[config.mk]
export PLATFORM = sky130hd
export DESIGN_NAME = fwd_sel_gen
export DESIGN_NICKNAME = d
export VERILOG_FILES = /design/src/rtl/fwd_sel_gen_pkg.sv /design/src/rtl/fwd_match.sv /design/src/rtl/fwd_sel_gen.sv
export SDC_FILE = /design/constraint.sdc
export NUM_CORES = 1
export LEC_CHECK = 0
export ABC_AREA = 1
export CAP_MARGIN = 15
export CORE_ASPECT_RATIO = 0.75
export CORE_MARGIN = 2
export CORE_UTILIZATION = 53
export CTS_CLUSTER_DIAMETER = 200
export DETAILED_ROUTE_END_ITERATION = 8
export PLACE_DENSITY = 0.92
export RECOVER_POWER = 50
export SLEW_MARGIN = 20
export SYNTH_ARGS = -nofsm -noshare
export SYNTH_HDL_FRONTEND = slang
export SYNTH_SLANG_ARGS = --single-unit
export TNS_END_PERCENT = 5
[constraint.sdc]
create_clock -name clk -period 2.8 [get_ports clk]
set_clock_uncertainty 0.05 [all_clocks]
set_input_delay 0.56 -clock clk [delete_from_list [all_inputs] [get_ports clk]]
set_output_delay 0.56 -clock clk [all_outputs]
set_load 0.03 [all_outputs]
[src/rtl/fwd_sel_gen_pkg.sv]
// rtl/fwd_sel_gen_pkg.sv - shared register-index width and EX operand mux select encodings
//
// Shared by the forwarding controller and the EX-stage operand mux instances.
//   FWD_REG_ADDR_W : default register-index width
//   SEL_*          : 4:1 operand mux select codes
package fwd_sel_gen_pkg;

    localparam int FWD_REG_ADDR_W = 5;

    localparam logic [1:0] SEL_RF    = 2'b00;  // register-file read data
    localparam logic [1:0] SEL_EXMEM = 2'b01;  // EX/MEM ALU result
    localparam logic [1:0] SEL_MEMWB = 2'b10;  // MEM/WB write-back data
    localparam logic [1:0] SEL_RET   = 2'b11;  // RET hold register (value written last cycle)

endpackage

[src/rtl/fwd_match.sv]
// rtl/fwd_match.sv - per-operand forwarding priority encoder
//
// Ports:
//   rs, used                 : ID operand index and whether the instruction reads it
//   ex_wr/ex_rd              : current EX entry (valid & reg_write) and its destination
//   mem_wr/mem_rd            : current MEM entry
//   wb_wr/wb_rd              : current WB entry
//   sel                      : select the operand will need during its own EX cycle
module fwd_match
    import fwd_sel_gen_pkg::*;
#(
    parameter int REG_ADDR_W  = FWD_REG_ADDR_W,
    parameter bit ZERO_REG_HW = 1'b1
) (
    input  logic [REG_ADDR_W-1:0] rs,
    input  logic                  used,
    input  logic                  ex_wr,
    input  logic [REG_ADDR_W-1:0] ex_rd,
    input  logic                  mem_wr,
    input  logic [REG_ADDR_W-1:0] mem_rd,
    input  logic                  wb_wr,
    input  logic [REG_ADDR_W-1:0] wb_rd,
    output logic [1:0]            sel
);

    logic rs_zero;

    // x0 is hardwired: nothing ever forwards into it.
    assign rs_zero = ZERO_REG_HW && (rs == '0);

    // By the time this operand reaches EX, each producer has moved one stage
    // further on, so EX maps to EX/MEM, MEM to MEM/WB and WB to the RET hold.
    always_comb begin
        sel = SEL_RF;
        if (used && !rs_zero) begin
            if (ex_wr && (ex_rd == rs)) begin
                sel = SEL_EXMEM;
            end else if (mem_wr && (mem_rd == rs)) begin
                sel = SEL_MEMWB;
            end else if (wb_wr && (wb_rd == rs)) begin
                sel = SEL_RET;
            end
        end
    end

endmodule

[src/rtl/fwd_sel_gen.sv]
// rtl/fwd_sel_gen.sv - EX operand forwarding select and load-use stall controller
//
// Ports:
//   clk, rst_n               : core clock, synchronous active-low reset
//   id_valid, id_rs1/rs2     : ID instruction presence and source registers
//   id_rs1_used/id_rs2_used  : which sources the instruction reads
//   id_rd, id_reg_write      : ID destination register and write enable
//   id_mem_read              : ID instruction is a load
//   flush                    : kill the ID->EX transfer
//   sel_a, sel_b             : registered EX operand mux selects
//   stall                    : combinational load-use stall (hold PC/IF-ID, bubble EX)
module fwd_sel_gen
    import fwd_sel_gen_pkg::*;
#(
    parameter int REG_ADDR_W  = FWD_REG_ADDR_W,
    parameter bit ZERO_REG_HW = 1'b1
) (
    input  logic                  clk,
    input  logic                  rst_n,
    input  logic                  id_valid,
    input  logic [REG_ADDR_W-1:0] id_rs1,
    input  logic [REG_ADDR_W-1:0] id_rs2,
    input  logic                  id_rs1_used,
    input  logic                  id_rs2_used,
    input  logic [REG_ADDR_W-1:0] id_rd,
    input  logic                  id_reg_write,
    input  logic                  id_mem_read,
    input  logic                  flush,
    output logic [1:0]            sel_a,
    output logic [1:0]            sel_b,
    output logic                  stall
);

    // Shadow pipeline. Only EX needs mem_read (load-use detection). The RET
    // occupant is never compared: the WB entry seen at select time is exactly
    // what sits in RET during the consumer's EX cycle.
    logic                  ex_valid, ex_reg_write, ex_mem_read;
    logic [REG_ADDR_W-1:0] ex_rd;
    logic                  mem_valid, mem_reg_write;
    logic [REG_ADDR_W-1:0] mem_rd;
    logic                  wb_valid, wb_reg_write;
    logic [REG_ADDR_W-1:0] wb_rd;

    logic       ex_rd_zero;
    logic       load_hit;
    logic       issue;
    logic [1:0] match_a, match_b;

    assign ex_rd_zero = ZERO_REG_HW && (ex_rd == '0);

    // A load in EX cannot supply its data to the next instruction's EX cycle.
    assign load_hit = ex_valid && ex_mem_read && ex_reg_write && !ex_rd_zero &&
                      ((id_rs1_used && (id_rs1 == ex_rd)) ||
                       (id_rs2_used && (id_rs2 == ex_rd)));

    // flush wins: a killed instruction never needs to wait.
    assign stall = id_valid && !flush && load_hit;
    assign issue = id_valid && !flush && !stall;

    fwd_match #(
        .REG_ADDR_W  (REG_ADDR_W),
        .ZERO_REG_HW (ZERO_REG_HW)
    ) u_match_a (
        .rs     (id_rs1),
        .used   (id_rs1_used),
        .ex_wr  (ex_valid && ex_reg_write),
        .ex_rd  (ex_rd),
        .mem_wr (mem_valid && mem_reg_write),
        .mem_rd (mem_rd),
        .wb_wr  (wb_valid && wb_reg_write),
        .wb_rd  (wb_rd),
        .sel    (match_a)
    );

    fwd_match #(
        .REG_ADDR_W  (REG_ADDR_W),
        .ZERO_REG_HW (ZERO_REG_HW)
    ) u_match_b (
        .rs     (id_rs2),
        .used   (id_rs2_used),
        .ex_wr  (ex_valid && ex_reg_write),
        .ex_rd  (ex_rd),
        .mem_wr (mem_valid && mem_reg_write),
        .mem_rd (mem_rd),
        .wb_wr  (wb_valid && wb_reg_write),
        .wb_rd  (wb_rd),
        .sel    (match_b)
    );

    always_ff @(posedge clk) begin
        if (!rst_n) begin
            ex_valid      <= 1'b0;
            ex_reg_write  <= 1'b0;
            ex_mem_read   <= 1'b0;
            ex_rd         <= '0;
            mem_valid     <= 1'b0;
            mem_reg_write <= 1'b0;
            mem_rd        <= '0;
            wb_valid      <= 1'b0;
            wb_reg_write  <= 1'b0;
            wb_rd         <= '0;
            sel_a         <= SEL_RF;
            sel_b         <= SEL_RF;
        end else begin
            wb_valid      <= mem_valid;
            wb_reg_write  <= mem_reg_write;
            wb_rd         <= mem_rd;
            mem_valid     <= ex_valid;
            mem_reg_write <= ex_reg_write;
            mem_rd        <= ex_rd;
            // Bubbles only need valid cleared; the other fields are don't-care.
            ex_valid      <= issue;
            ex_reg_write  <= id_reg_write;
            ex_mem_read   <= id_mem_read;
            ex_rd         <= id_rd;
            sel_a         <= issue ? match_a : SEL_RF;
            sel_b         <= issue ? match_b : SEL_RF;
        end
    end

endmodule

Word-level counts from Yosys, hierarchy flattened
Index checks and enable logic that the tools add are counted.
W data, S select, Z words.
- bits in registers: 26
- input bits: 23
- output and inout bits: 5
- logic and storage cells: 65
- equality and inequality tests: 8
- mux-type cells: 6
- bitwise gates (word level): 4
- reduce and logical (&&, ||, !) cells: 33
- operator list (kind ; count):
    $eq A5 B5 Y1 ; 8
    $logic_and A1 B1 Y1 ; 20
    $logic_not A5 Y1 ; 3
    $mux W2 ; 4
    $reduce_or A4 Y1 ; 2
    $reduce_and A3 Y1 ; 2
    $logic_not A1 Y1 ; 5
    $not A1 Y1 ; 4
    $mux W1 ; 2
    $logic_or A1 B1 Y1 ; 1

Longest topological paths before layout
- depth in word-level cells: 9
- depth in mapped cells: 9
- gate-level depth less buffers: 9

Modules after synthesis
Synthesis repeated with hierarchy kept, for this count alone.
- cell total of the unflattened synthesis: 295
- area, all modules: 1669.1 sq um
- by module, submodules not included (module ; times used ; cells an instance ; area an instance (sq um) ; seq. area each (sq um)):
    fwd_sel_gen ; 1 ; 149 ; 993.5 ; 520.5
    fwd_match ; 2 ; 73 ; 337.8 ; 0.0

Worst setup path before layout
No wires, ideal clock.
- path type: in2out
- from: input id_rs1[2]
- to: output stall
- arrival time: 1.429 ns
- data required time: 2.190 ns
- slack: 0.761 ns
- stages on the path: 8
- path buffers: 0
- cells stage by stage: inv_1 > nand2_1 > nand2_1 > nor2_2 > nand4_1 > nand2_1 > nand2_2 > nor2_1
- word-level cells in the longest chain between the ends: 5
- RTL lines (what ; RTL line ; RTL):
    start: declaration ; fwd_sel_gen.sv:21 ; input logic [REG_ADDR_W-1:0] id_rs1,
    $eq A5 B5 Y1 ; fwd_sel_gen.sv:53 ; ((id_rs1_used && (id_rs1 == ex_rd)) ||
    $logic_and A1 B1 Y1 ; fwd_sel_gen.sv:53 ;
    $logic_or A1 B1 Y1 ; fwd_sel_gen.sv:53 ;
    $logic_and A1 B1 Y1 ; fwd_sel_gen.sv:52 ; assign load_hit = ex_valid && ex_mem_read && ex_reg_write && !ex_rd_zero &&
    $logic_and A1 B1 Y1 ; fwd_sel_gen.sv:57 ; assign stall = id_valid && !flush && load_hit;
    end: declaration ; fwd_sel_gen.sv:31 ; output logic stall
No other way between the ends.

Worst setup path after layout
Ends and elaborated chain as after synthesis.

==> impl_metrics.env <==
export IMPL_fillers=219
export IMPL_worst_setup_hold_path_clk_slew_ns=0.14
export IMPL_first_global_vias=1166
export IMPL_syn_area_um2=1320
export IMPL_synthTopCellsByCount="nand2_1, inv_1, dfxtp_1"
export IMPL_yosysMostFrequentCell="nand2_1"
export IMPL_ctsResizeCount=0
export IMPL_ys_seq_area_share_pct=39.5
export IMPL_post_route_min_period_ns=2.62
export IMPL_drt_total_wl_mm=2.99
export IMPL_holdBufCountCts=0
export IMPL_rrSetupSlack_ns=1.44
export IMPL_rsz0062_at_grt="no"
export IMPL_io_pins=28
export IMPL_ys_types=18
export IMPL_path_cells="clkdlybuf4s50_1, inv_1, nand2_1, nand2_1, nor2_2, nand4_1, nand2_1, nand2_2, nor2_1, buf_4"
export IMPL_core_region_area_um2=2330
export IMPL_r2r_end="sel_a[1]$_SDFF_PP0_"
export IMPL_worstHoldPathCells=2
export IMPL_rows=15
export IMPL_regArea_um2=520
export IMPL_ys_flop_type="dfxtp_1"
export IMPL_endpoint_kind="output port"
export IMPL_globalRouteOverflowTotal=0
export IMPL_cts_path_max_buffers=2
export IMPL_whs_ns=0.396
export IMPL_finalSetupViolCount=0
export IMPL_worstHoldStart="mem_valid$_SDFF_PN0_"
export IMPL_die_h_um=47.2
export IMPL_ys_async_sr_fraction_pct=0
export IMPL_required_ns=2.19
export IMPL_die_x_um=61.5
export IMPL_maxSlewViolCount=0
export IMPL_cts_root_buf="clkbuf_4"
export IMPL_dp_hpwl_mm=2.35
export IMPL_status="complete, no violations"
export IMPL_p_leak_nw=0.889
export IMPL_antenna_cells=0
export IMPL_grt_max_degree=23
export IMPL_cts_tree="done"
export IMPL_arrival_ns=2.01
export IMPL_avgSynthCellArea_um2=6.33
export IMPL_syn_to_final_growth_pct=27.9
export IMPL_syn_nets=231
export IMPL_io_buffers=27
export IMPL_num_vias=1365
export IMPL_antenna_found_initial=0
export IMPL_vdd_ir_drop_worst_v=0.000386
export IMPL_synthCells=208
export IMPL_tightestPinTransition_ns=0.906
export IMPL_crit_type="input port to output port"
export IMPL_fin_crit_sh_pct=93.7
export IMPL_yosys_top_cells_area="dfxtp_1, nand2_1, inv_1"
export IMPL_fmax_ghz=0.381
export IMPL_gp_congestion=1.01
export IMPL_yosys_area_top_type="dfxtp_1"
export IMPL_rr_worst_depth=9
export IMPL_crit_buf_inv=3
export IMPL_critPathTopFamily="buffers and inverters"
export IMPL_initial_core_util_pct=56.6
export IMPL_cpPeakStageDelay_ns=0.55
export IMPL_hold_class="flop to flop"
export IMPL_powerDensity_nw_per_um2=454
export IMPL_avgViaCountPerCell=5.00
export IMPL_ant_nets=0
export IMPL_htreeDepth=1
export IMPL_avgRoutedWirePerCell_um=10.9
export IMPL_drcViolationCount=0
export IMPL_fin_tns_setup_ns=0
export IMPL_grt_usage_pct=23.5
export IMPL_cts_sinks=26
export IMPL_layout_drive_gt1_share_pct=7.11
export IMPL_fp_dieArea_um2=2900
export IMPL_synth_top_area_share_pct=39.5
export IMPL_hold_end="wb_valid$_SDFF_PN0_"
export IMPL_slew_headroom_pct=39.6
export IMPL_drt_iter0_drc=119
export IMPL_crit_fanout=4
export IMPL_yosys_warnings=0
export IMPL_clock_latency_ns=0.32
export IMPL_startpoint_type="input port"
export IMPL_slowest_stage="clkdlybuf4s50_1"
export IMPL_numCtsBuffers=3
export IMPL_r2r_start="ex_rd[2]$_SDFF_PN0_"
export IMPL_grt_pass1_wl_mm=4.91
export IMPL_synth_edf_count=0
export IMPL_hold_viol_final=0
export IMPL_ys_ff_latch=26
export IMPL_drt_pass1_iterations=5
export IMPL_multi_input_area_um2=597
export IMPL_cpMostUsedCell="nand2_1"
export IMPL_drv_cap=0
export IMPL_cts_setup_buffers=0
export IMPL_nNetsFinal=263
## worst max path at each step
stage / startpoint / endpoint / slack, ns / cells after the start
5_1_grt: id_rs1[2] / stall / 0.04 / 10
3_3_place_gp: id_rs1[2] / stall / 0.24 / 10
2_1_floorplan: id_rs1[2] / stall / 0.76 / 8
6_report: id_rs1[2] / stall / 0.18 / 10
3_5_place_dp: id_rs1[2] / stall / 0.22 / 10
4_1_cts: id_rs1[2] / stall / 0.20 / 10
## flip-flops by register name, summed over array words and instances, names as in the netlist
| signal | count |
|---|---|
| sel_b | 2 |
| wb_reg_write | 1 |
| mem_reg_write | 1 |
| mem_valid | 1 |
| sel_a | 2 |
| wb_valid | 1 |
| ex_rd | 5 |
| ex_mem_read | 1 |
| wb_rd | 5 |
| mem_rd | 5 |
| ex_reg_write | 1 |
| ex_valid | 1 |
## metal layers
metal	up-vias	routed length [um]	share of wire [%]	track usage, %
li1	678	-	-	-
met1	602	1320	44	31.3
met2	77	1340	45	37.1
met3	8	294	9.8	6.89
met4	0	40	1.3	7.66
met5	-	0	0	0
## through the flow
step                      power, mW  setup slack, ns  instances  area [um2]  util [%]
final                         0.764            0.176        273        1680      72.3
after global routing          0.803           0.0412        273        1680      72.3
after CTS                     0.767            0.201        273        1690      72.5
after detailed placement      0.513            0.221        269        1630      70.2
after global placement        0.510            0.242        269        1630      70.2
after floorplan               0.458            0.761        208        1320         -
## worst reg2reg max path, cell delays in order, from the launching register on
cell     delay (ns)
dfxtp_1        0.46
inv_1          0.08
nand2_1        0.06
nand2_1        0.07
nor2_2         0.13
nand4_1        0.10
nand2_1        0.08
nand2_2        0.07
nand3_1        0.11
nor2_1         0.05
## cell usage in the layout, fill, tap and decap left out
master	Yosys	layout
inv_1	42	42
xor2_1	3	3
clkinv_1	2	2
nor2_2	3	3
nand2_2	1	1
bufinv_16	0	1
dfxtp_1	26	26
dlygate4sd3_1	0	1
nand4_1	11	11
o21ai_0	4	4
inv_2	7	7
clkbuf_1	2	1
nor2_1	23	23
buf_4	0	2
a21oi_1	3	3
nand2_1	63	63
o22ai_1	2	2
xnor2_1	7	7
nand3_1	5	5
nor3_1	3	3
clkdlybuf4s50_1	0	25
clkbuf_4	0	3
o21ai_1	1	1
## final cells by class
type,count,share of cell area [%]
clock inverter,1,1.78
tap,34,2.53
inverter,51,11.4
sequential,26,30.9
clock buffer,3,1.34
timing repair buffer,29,16.6
multi-input combinational,129,35.5
## where the power goes
part           switching (mW)  internal [mW]
clock                   0.113          0.145
combinational          0.0575         0.0547
sequential             0.0120          0.383
total                   0.182          0.582
## cells by family (layout without fill, tap and decap cells)
group	Yosys count	count (layout)	synth area share, %
AOI/OAI and AO/OA	10	10	3.99
xor gates and xnor gates	10	10	6.65
buffers and inverters	53	84	15.1
DFF	26	26	39.5
and+or+nand+nor	109	109	34.7
Note: power is estimated with default switching activity, not from simulation.
